$ cat src/rtl/control_sequencer.sv
// rtl/control_sequencer.sv - hardwired control-step sequencer for a simple bus-based datapath
//
// Walks each instruction through fetch (T0..T2) and execute (T3..T5) steps and
// raises the bus, register and ALU controls for the current step.
//
// Ports:
//   clk      rising-edge clock
//   clr      asynchronous active-high reset; forces RESET and zeroes all outputs
//   IR       instruction register; [31:27] opcode, ra/rb/rc fields go to the select logic
//   Stop     run-hold request, sampled only in T0
//   PCout, Zlowout, MDRout, MARin, Zin, PCin, MDRin, IRin, Yin, IncPC, Read
//            datapath bus and register-load controls
//   ADD, SUB, AND, OR, NEG, NOT
//            ALU operation selects, zero-or-one-hot
//   Gra, Grb, Grc, Rin, Rout
//            register-file select and in/out strobes
//   Run      high whenever the sequencer is neither in RESET nor HALTED
//   Illegal  one-cycle pulse in the step after T3 of an undefined opcode

module control_sequencer (
  input  logic        clk,
  input  logic        clr,
  input  logic [31:0] IR,
  input  logic        Stop,
  output logic        PCout,
  output logic        Zlowout,
  output logic        MDRout,
  output logic        MARin,
  output logic        Zin,
  output logic        PCin,
  output logic        MDRin,
  output logic        IRin,
  output logic        Yin,
  output logic        IncPC,
  output logic        Read,
  output logic        ADD,
  output logic        SUB,
  output logic        AND,
  output logic        OR,
  output logic        NEG,
  output logic        NOT,
  output logic        Gra,
  output logic        Grb,
  output logic        Grc,
  output logic        Rin,
  output logic        Rout,
  output logic        Run,
  output logic        Illegal
);

  typedef enum logic [2:0] {
    S_RESET  = 3'd0,
    S_T0     = 3'd1,
    S_T1     = 3'd2,
    S_T2     = 3'd3,
    S_T3     = 3'd4,
    S_T4     = 3'd5,
    S_T5     = 3'd6,
    S_HALTED = 3'd7
  } state_t;

  localparam logic [4:0] OP_ADD  = 5'b00011;
  localparam logic [4:0] OP_SUB  = 5'b00100;
  localparam logic [4:0] OP_AND  = 5'b01010;
  localparam logic [4:0] OP_OR   = 5'b01011;
  localparam logic [4:0] OP_NEG  = 5'b10001;
  localparam logic [4:0] OP_NOT  = 5'b10010;
  localparam logic [4:0] OP_NOP  = 5'b11010;
  localparam logic [4:0] OP_HALT = 5'b11011;

  state_t     state;
  logic [4:0] opcode;
  logic       is_binary;
  logic       is_unary;
  logic       is_halt;
  logic       is_defined;

  // ra/rb/rc are consumed by the downstream select/encode logic, not here.
  logic       unused_ir_fields;
  assign unused_ir_fields = ^IR[26:0];

  assign opcode     = IR[31:27];
  assign is_binary  = (opcode == OP_ADD) || (opcode == OP_SUB) ||
                      (opcode == OP_AND) || (opcode == OP_OR);
  assign is_unary   = (opcode == OP_NEG) || (opcode == OP_NOT);
  assign is_halt    = (opcode == OP_HALT);
  assign is_defined = is_binary || is_unary || is_halt || (opcode == OP_NOP);

  always_ff @(posedge clk or posedge clr) begin
    if (clr) begin
      state   <= S_RESET;
      Illegal <= 1'b0;
    end else begin
      // Undefined opcodes run as nop; flag them during the step after T3.
      Illegal <= (state == S_T3) && !is_defined;
      case (state)
        S_RESET:  state <= S_T0;
        S_T0:     state <= Stop ? S_T0 : S_T1;
        S_T1:     state <= S_T2;
        S_T2:     state <= S_T3;
        S_T3: begin
          if (is_binary || is_unary) state <= S_T4;
          else if (is_halt)          state <= S_HALTED;
          else                       state <= S_T0;
        end
        S_T4:     state <= is_binary ? S_T5 : S_T0;
        S_T5:     state <= S_T0;
        S_HALTED: state <= S_HALTED;
        default:  state <= S_RESET;
      endcase
    end
  end

  assign Run = (state != S_RESET) && (state != S_HALTED);

  // Controls follow the current step only; the opcode is consulted from T3 on,
  // so IR activity during fetch cannot disturb T0..T2.
  always_comb begin
    PCout   = 1'b0;
    Zlowout = 1'b0;
    MDRout  = 1'b0;
    MARin   = 1'b0;
    Zin     = 1'b0;
    PCin    = 1'b0;
    MDRin   = 1'b0;
    IRin    = 1'b0;
    Yin     = 1'b0;
    IncPC   = 1'b0;
    Read    = 1'b0;
    ADD     = 1'b0;
    SUB     = 1'b0;
    AND     = 1'b0;
    OR      = 1'b0;
    NEG     = 1'b0;
    NOT     = 1'b0;
    Gra     = 1'b0;
    Grb     = 1'b0;
    Grc     = 1'b0;
    Rin     = 1'b0;
    Rout    = 1'b0;
    case (state)
      S_T0: begin
        // A held Stop parks the sequencer in T0 with every control idle.
        if (!Stop) begin
          PCout = 1'b1;
          MARin = 1'b1;
          IncPC = 1'b1;
          Zin   = 1'b1;
        end
      end
      S_T1: begin
        Zlowout = 1'b1;
        PCin    = 1'b1;
        Read    = 1'b1;
        MDRin   = 1'b1;
      end
      S_T2: begin
        MDRout = 1'b1;
        IRin   = 1'b1;
      end
      S_T3: begin
        if (is_binary) begin
          Grb  = 1'b1;
          Rout = 1'b1;
          Yin  = 1'b1;
        end else if (is_unary) begin
          Grb  = 1'b1;
          Rout = 1'b1;
          Zin  = 1'b1;
          NEG  = (opcode == OP_NEG);
          NOT  = (opcode == OP_NOT);
        end
      end
      S_T4: begin
        if (is_binary) begin
          Grc  = 1'b1;
          Rout = 1'b1;
          Zin  = 1'b1;
          ADD  = (opcode == OP_ADD);
          SUB  = (opcode == OP_SUB);
          AND  = (opcode == OP_AND);
          OR   = (opcode == OP_OR);
        end else if (is_unary) begin
          Zlowout = 1'b1;
          Gra     = 1'b1;
          Rin     = 1'b1;
        end
      end
      S_T5: begin
        Zlowout = 1'b1;
        Gra     = 1'b1;
        Rin     = 1'b1;
      end
      default: ;
    endcase
  end

endmodule

$ cat config.mk
export PLATFORM = sky130hd
export DESIGN_NAME = control_sequencer
export DESIGN_NICKNAME = d
export VERILOG_FILES = /design/src/rtl/control_sequencer.sv
export SDC_FILE = /design/constraint.sdc
export NUM_CORES = 1
export LEC_CHECK = 0
export ABC_AREA = 1
export CAP_MARGIN = 20
export CORE_MARGIN = 2
export CORE_UTILIZATION = 28
export CTS_CLUSTER_DIAMETER = 80
export DETAILED_ROUTE_END_ITERATION = 10
export HOLD_SLACK_MARGIN = 0.15
export PLACE_DENSITY = 0.85
export SETUP_SLACK_MARGIN = 0.15
export SKIP_CTS_REPAIR_TIMING = 1
export SYNTH_ARGS = -nofsm -noshare
export SYNTH_HDL_FRONTEND = slang
export SYNTH_SLANG_ARGS = --single-unit
$ cat constraint.sdc
create_clock -name clk -period 3.52 [get_ports clk]
set_clock_uncertainty 0.2 [all_clocks]
set_input_delay 0.528 -clock clk [delete_from_list [all_inputs] [get_ports clk]]
set_output_delay 0.528 -clock clk [all_outputs]
set_load 0.005 [all_outputs]
## Yosys cells after proc, flatten, opt, wreduce, memory -nomap -nowiden

Index checks and enable logic that the tools add are counted.

- Register bits after elaboration: 4
- Word-level logic and storage cells: 66

- Eq/ne operators: 16
- Multiplexer cells: 34
- Reduce and logical (&&, ||, !) cells: 14

Operators with widths:

| kind | count |
|---|---|
| 1-bit two-way mux | 25 |
| 3-bit case mux with 7 select lines | 1 |
| 5-bit equality test (second input constant) | 4 |
| 3-bit equality test (second input constant) | 4 |
| 5-bit by 4-bit equality test with 1-bit output (second input constant) | 2 |
| 3-bit two-way mux | 3 |
| 1-bit logical OR | 7 |
| 3-bit by 2-bit equality test with 1-bit output (second input constant) | 2 |
| 1-bit case mux with 2 select lines | 3 |
| 5-bit by 2-bit equality test with 1-bit output (second input constant) | 1 |
| 5-bit by 3-bit equality test with 1-bit output (second input constant) | 1 |
| 2-bit OR reduction | 2 |
| 3-bit by 1-bit equality test with 1-bit output (second input constant) | 1 |
| 3-bit zero test | 1 |
| 3-bit != test (second input constant) | 1 |
| 1-bit case mux with 3 select lines | 1 |
| 3-bit nonzero test | 1 |
| 1-bit logical AND | 2 |
| 2-bit two-way mux | 1 |
| 1-bit zero test | 1 |

## Depth between registers and ports, before layout

Gate-level depths: netlist (run 1).

- Depth in word-level cells: 9
- Depth in mapped cells: 7

## Worst setup path after synthesis (run 1)

OpenSTA, ideal clock, no wires.

- Path type: input port to output port
- Start: input port IR[30]
- End: output port Rin
- Data arrival time: 1275 ps
- Slack: 1517 ps
- Cell stages on the path: 7
- Buffers on the path: 1
- Path through: inv_1 nand2_1 nor2_1 o21ai_1 o22ai_2 and2_1 buf_4

- Cells in the longest elaborated chain, start to end: 6
- Elaborated cells on any way between the ends: 13
- Those cells by class: 6 x eq/ne; 3 x mux; 4 x reduce/logical

RTL lines:

| item | line | RTL |
|---|---|---|
| from (decl) | 23 | `input logic [31:0] IR,` |
| 5-bit by 2-bit equality test with 1-bit output or 5-bit by 3-bit equality test with 1-bit output (tied branches) | 83 | `assign is_binary = (opcode == OP_ADD) \|\| (opcode == OP_SUB) \|\|` |
| 1-bit logical OR (2 in series) | 83 |  |
| 1-bit logical OR | 84 | `(opcode == OP_AND) \|\| (opcode == OP_OR);` |
| 1-bit two-way mux (*) | n/a |  |
| 1-bit case mux with 2 select lines (*) | n/a |  |
| to (decl) | 45 | `output logic Rin,` |

Every way passes the cells marked *; elsewhere a longest branch is shown, timed or not.

## Final worst setup path (run 1)

- Start: input port IR[28]
- End: output port Zin

- Cells in the longest elaborated chain, start to end: 6
- Elaborated cells on any way between the ends: 14
- Those cells by class: 6 x eq/ne; 4 x mux; 4 x reduce/logical

RTL lines:

| item | line | RTL |
|---|---|---|
| 5-bit by 2-bit equality test with 1-bit output or 5-bit by 3-bit equality test with 1-bit output (tied branches) | 83 |  |
| 1-bit logical OR (2 in series) | 83 |  |
| 1-bit logical OR | 84 |  |
| 1-bit two-way mux, on equally long branches | n/a |  |
| 1-bit case mux with 3 select lines (*) | 141 | `case (state)` |
| to (decl) | 29 | `output logic Zin,` |

Marks and branches as above.

==> metrics.md, run 1 <==
| Metric | Value |
|---|---|
| Outcome | `completed` |
| Least-Margin Pin Slew | `roughly 0.24 ns` |
| CP cell instances | `clkdlybuf4s50_1, inv_1, nor2_2, nand3_1, nand3_2, nand2_1, o211ai_1, clkdlybuf4s50_1` |
| Post-synth top flop | `dfrtp_1` |
| EDFF count, synth | `0` |
| Cell taking the most area after synthesis | `dfrtp_1` |
| Worst reg2reg setup slack | `slightly above 2 ns` |
| Initial Utilization | `0.2889` |
| CP Data Required Time | `between 2 and 3 ns` |
| Relative slew slack | `0.8381` |
| Die H | `about 46 um` |
| Number of global-route vias before repair | `532` |
| Pwr/cell area | `515.8 nW/um^2` |
| Syn avg cell area | `just under 6 sq um` |
| P_leak | `approximately 0.42 nW` |
| Gp weighted congestion | `around 0.8` |
| DR WL/cell | `around 10 um` |
| DRC viols | `0` |
| Vias per cell | `between 4 and 5` |
| Post-Route M1 WL | `541 um` |
| IR Drop Worst-Case VDD | `roughly 160 uV` |
| Slew Limit Fails | `0` |
| Slowest stage delay, CP | `approximately 0.53 ns` |
| WP data arrival | `between 2 and 2.5 ns` |
| Placed Cells | `between 100 and 150` |
| Setup_tns | `0 ns` |
| N_diodes | `0` |
| DR top layer | `met4` |
| Synth Instances | `84` |
| Fmax | `approximately 0.33 GHz` |
| Grt total ovfl | `0` |
| RR Startpoint | `state[0]` |
| Top post-synthesis cells by area | `dfrtp_1 (21%), inv_1 (13%), nand2_1 (12%)` |
| Hold WC Path Type | `in2async` |
| DIE WIDTH | `approximately 46 um` |
| Yosys warning total | `0` |
| Routed WL | `roughly 1.3 mm` |
| RSZ-0062 raised after global routing | `no` |
| TritonCTS clock tree | `built` |
| Syn_nets | `around 120` |
| Worst setup path class | `in2out` |
| Crit. End Element | `output port` |
| Nets | `149` |
| Worst r2r dst | `state[2]` |
| Most frequent cell after synthesis | `inv_1` |
| Post-synthesis cell area | `a little under 500 sq um` |
| Via count | `roughly 600` |
| Async set or reset register ratio after synthesis | `1.000` |
| CTS Buf Count | `3` |
| DR iter-0 viols | `12` |
| First-pass GRT wire length | `roughly 2 mm` |
| Worst Setup Start Kind | `primary input` |
| Core footprint | `around 1700 sq um` |
| Final Hold Vio Count | `0` |
| Number of max-cap violations | `0` |
| Clock tree buffer depth | `2` |
| Synth top area share | `0.2051` |
| H-tree depth | `1` |
| Leading cell types by count after synthesis | `inv_1 (17), nand2_1 (16), nor2_1 (14)` |
| Worst-Skew Late Latency | `around 0.24 ns` |
| CP Max Fanout | `5` |
| HPWL after DPL | `between 1 and 1.5 mm` |
| Distinct cells, synth | `19` |
| Worst path slowest cell | `clkdlybuf4s50_1` |
| GRT Util Overall | `0.1271` |
| Tcrit/Tclk final | `0.8677` |
| Syn-to-layout area delta | `63.33%` |
| IO Port Bufs | `31` |
| Fraction of layout cells with a size suffix above 1 | `0.08929` |
| # setup viols final | `0` |
| I/O pin total | `59` |
| Root Driver | `clkbuf_4` |
| CTS clk-pin slew, worst paths | `around 0.04 ns` |
| Largest net degree at the start of global routing | `8` |
| Layout Cells excl Fill | `between 100 and 150` |
| Die ar. | `around 2100 sq um` |
| Tmin final | `just over 3 ns` |
| Synth Register Bits | `4` |
| Seq/Total Area, Yosys | `0.2051` |
| Initial antenna violation count | `0` |
| CP most frequent cell | `clkdlybuf4s50_1` |
| Met2 WL | `663 um` |
| Row cnt | `15` |
| Remaining antenna violation count | `0` |
| DR pass1 iterations | `4` |
| Met3 Wirelength | `66 um` |
| Worst R2R Path Depth | `6` |
| CTS Sinks | `4` |
==> kinds of logic after synthesis <==
logic type,Yosys count,share of synthesized area
simple gates,49,0.4667
compound gates,5,0.08205
buf+inv,26,0.2461
flops,4,0.2051
==> worst max path at each step <==
stage	startpoint	endpoint	slack, ns
after floorplan	IR[30]	Rin	1.52
after global placement	IR[28]	Zin	0.51
after detailed placement	IR[28]	Zin	0.47
after CTS	IR[28]	Zin	0.47
after global routing	IR[28]	Zin	0.33
final	IR[28]	Zin	0.47
==> power by group <==
| group | internal [mW] | total [mW] | switching (mW) | leakage, nW |
|---|---|---|---|---|
| logic | 0.142 | 0.259 | 0.116 | 0.351 |
| clock network | 0.0383 | 0.0596 | 0.0213 | 0.0138 |
| registers | 0.0646 | 0.0929 | 0.0283 | 0.0510 |
| total | 0.245 | 0.411 | 0.166 | 0.416 |
==> layout by cell type, fill, tap and decap left out <==
master / instances
inv_2: 3
clkbuf_4: 3
o21ai_1: 1
and2_1: 2
dfrtp_1: 4
nand2_1: 16
inv_1: 17
o22ai_2: 1
nor3_1: 2
or2_1: 1
nor2_1: 14
o211ai_1: 1
nand3_1: 8
clkdlybuf4s50_1: 31
o21bai_1: 1
nor2_2: 1
nand3_2: 1
a21boi_0: 1
nor2_4: 1
nand4_1: 3
==> flip-flops by register name (all words and copies together), names as in the netlist <==
signal	count
Illegal	1
state	3
==> metal layers <==
metal	vias to the layer above	track usage
met5	-	0
met4	0	0.06857
li1	311	-
met1	266	0.1388
met3	3	0.01587
met2	23	0.2338
==> critical path: cells and delay by family <==
| family | cells | cell delay, ns |
|---|---|---|
| AND/OR/NAND/NOR | 4 | 0.55 |
| buffers and inverters | 3 | 1.13 |
| AO/OA/AOI/OAI | 1 | 0.11 |
==> stage by stage <==
stage | utilization | area (sq um) | worst slack, ns | hold WS [ns] | power [mW]
2_1_floorplan | - | 488.0 | 1.517 | 0.09408 | 0.2360
3_3_place_gp | 0.4585 | 774.5 | 0.5092 | 0.4277 | 0.3401
3_5_place_dp | 0.4585 | 774.5 | 0.4743 | 0.4514 | 0.3488
4_1_cts | 0.4719 | 797.0 | 0.4744 | 0.2823 | 0.4126
5_1_grt | 0.4719 | 797.0 | 0.3308 | 0.3115 | 0.4435
6_report | 0.4719 | 797.0 | 0.4656 | 0.2724 | 0.4111
==> area by class of cell <==
class / count / area [sq um]
Fill cell: 169 / 892.1
Timing Repair Buffer: 31 / 310.3
Multi-Input combinational cell: 54 / 267.8
Sequential cell: 4 / 100.1
Inverter: 20 / 75.07
Clock buffer: 3 / 22.52
Tap cell: 17 / 21.27
Power figures use the tool's default switching activity.
==> inputs of run 2 (changes only) <==
- CAP_MARGIN: 20 -> not set
- CTS_CLUSTER_SIZE: not set -> 24
==> results of run 2 <==
The final DEF is identical to that of run 1; final timing and power are the same.
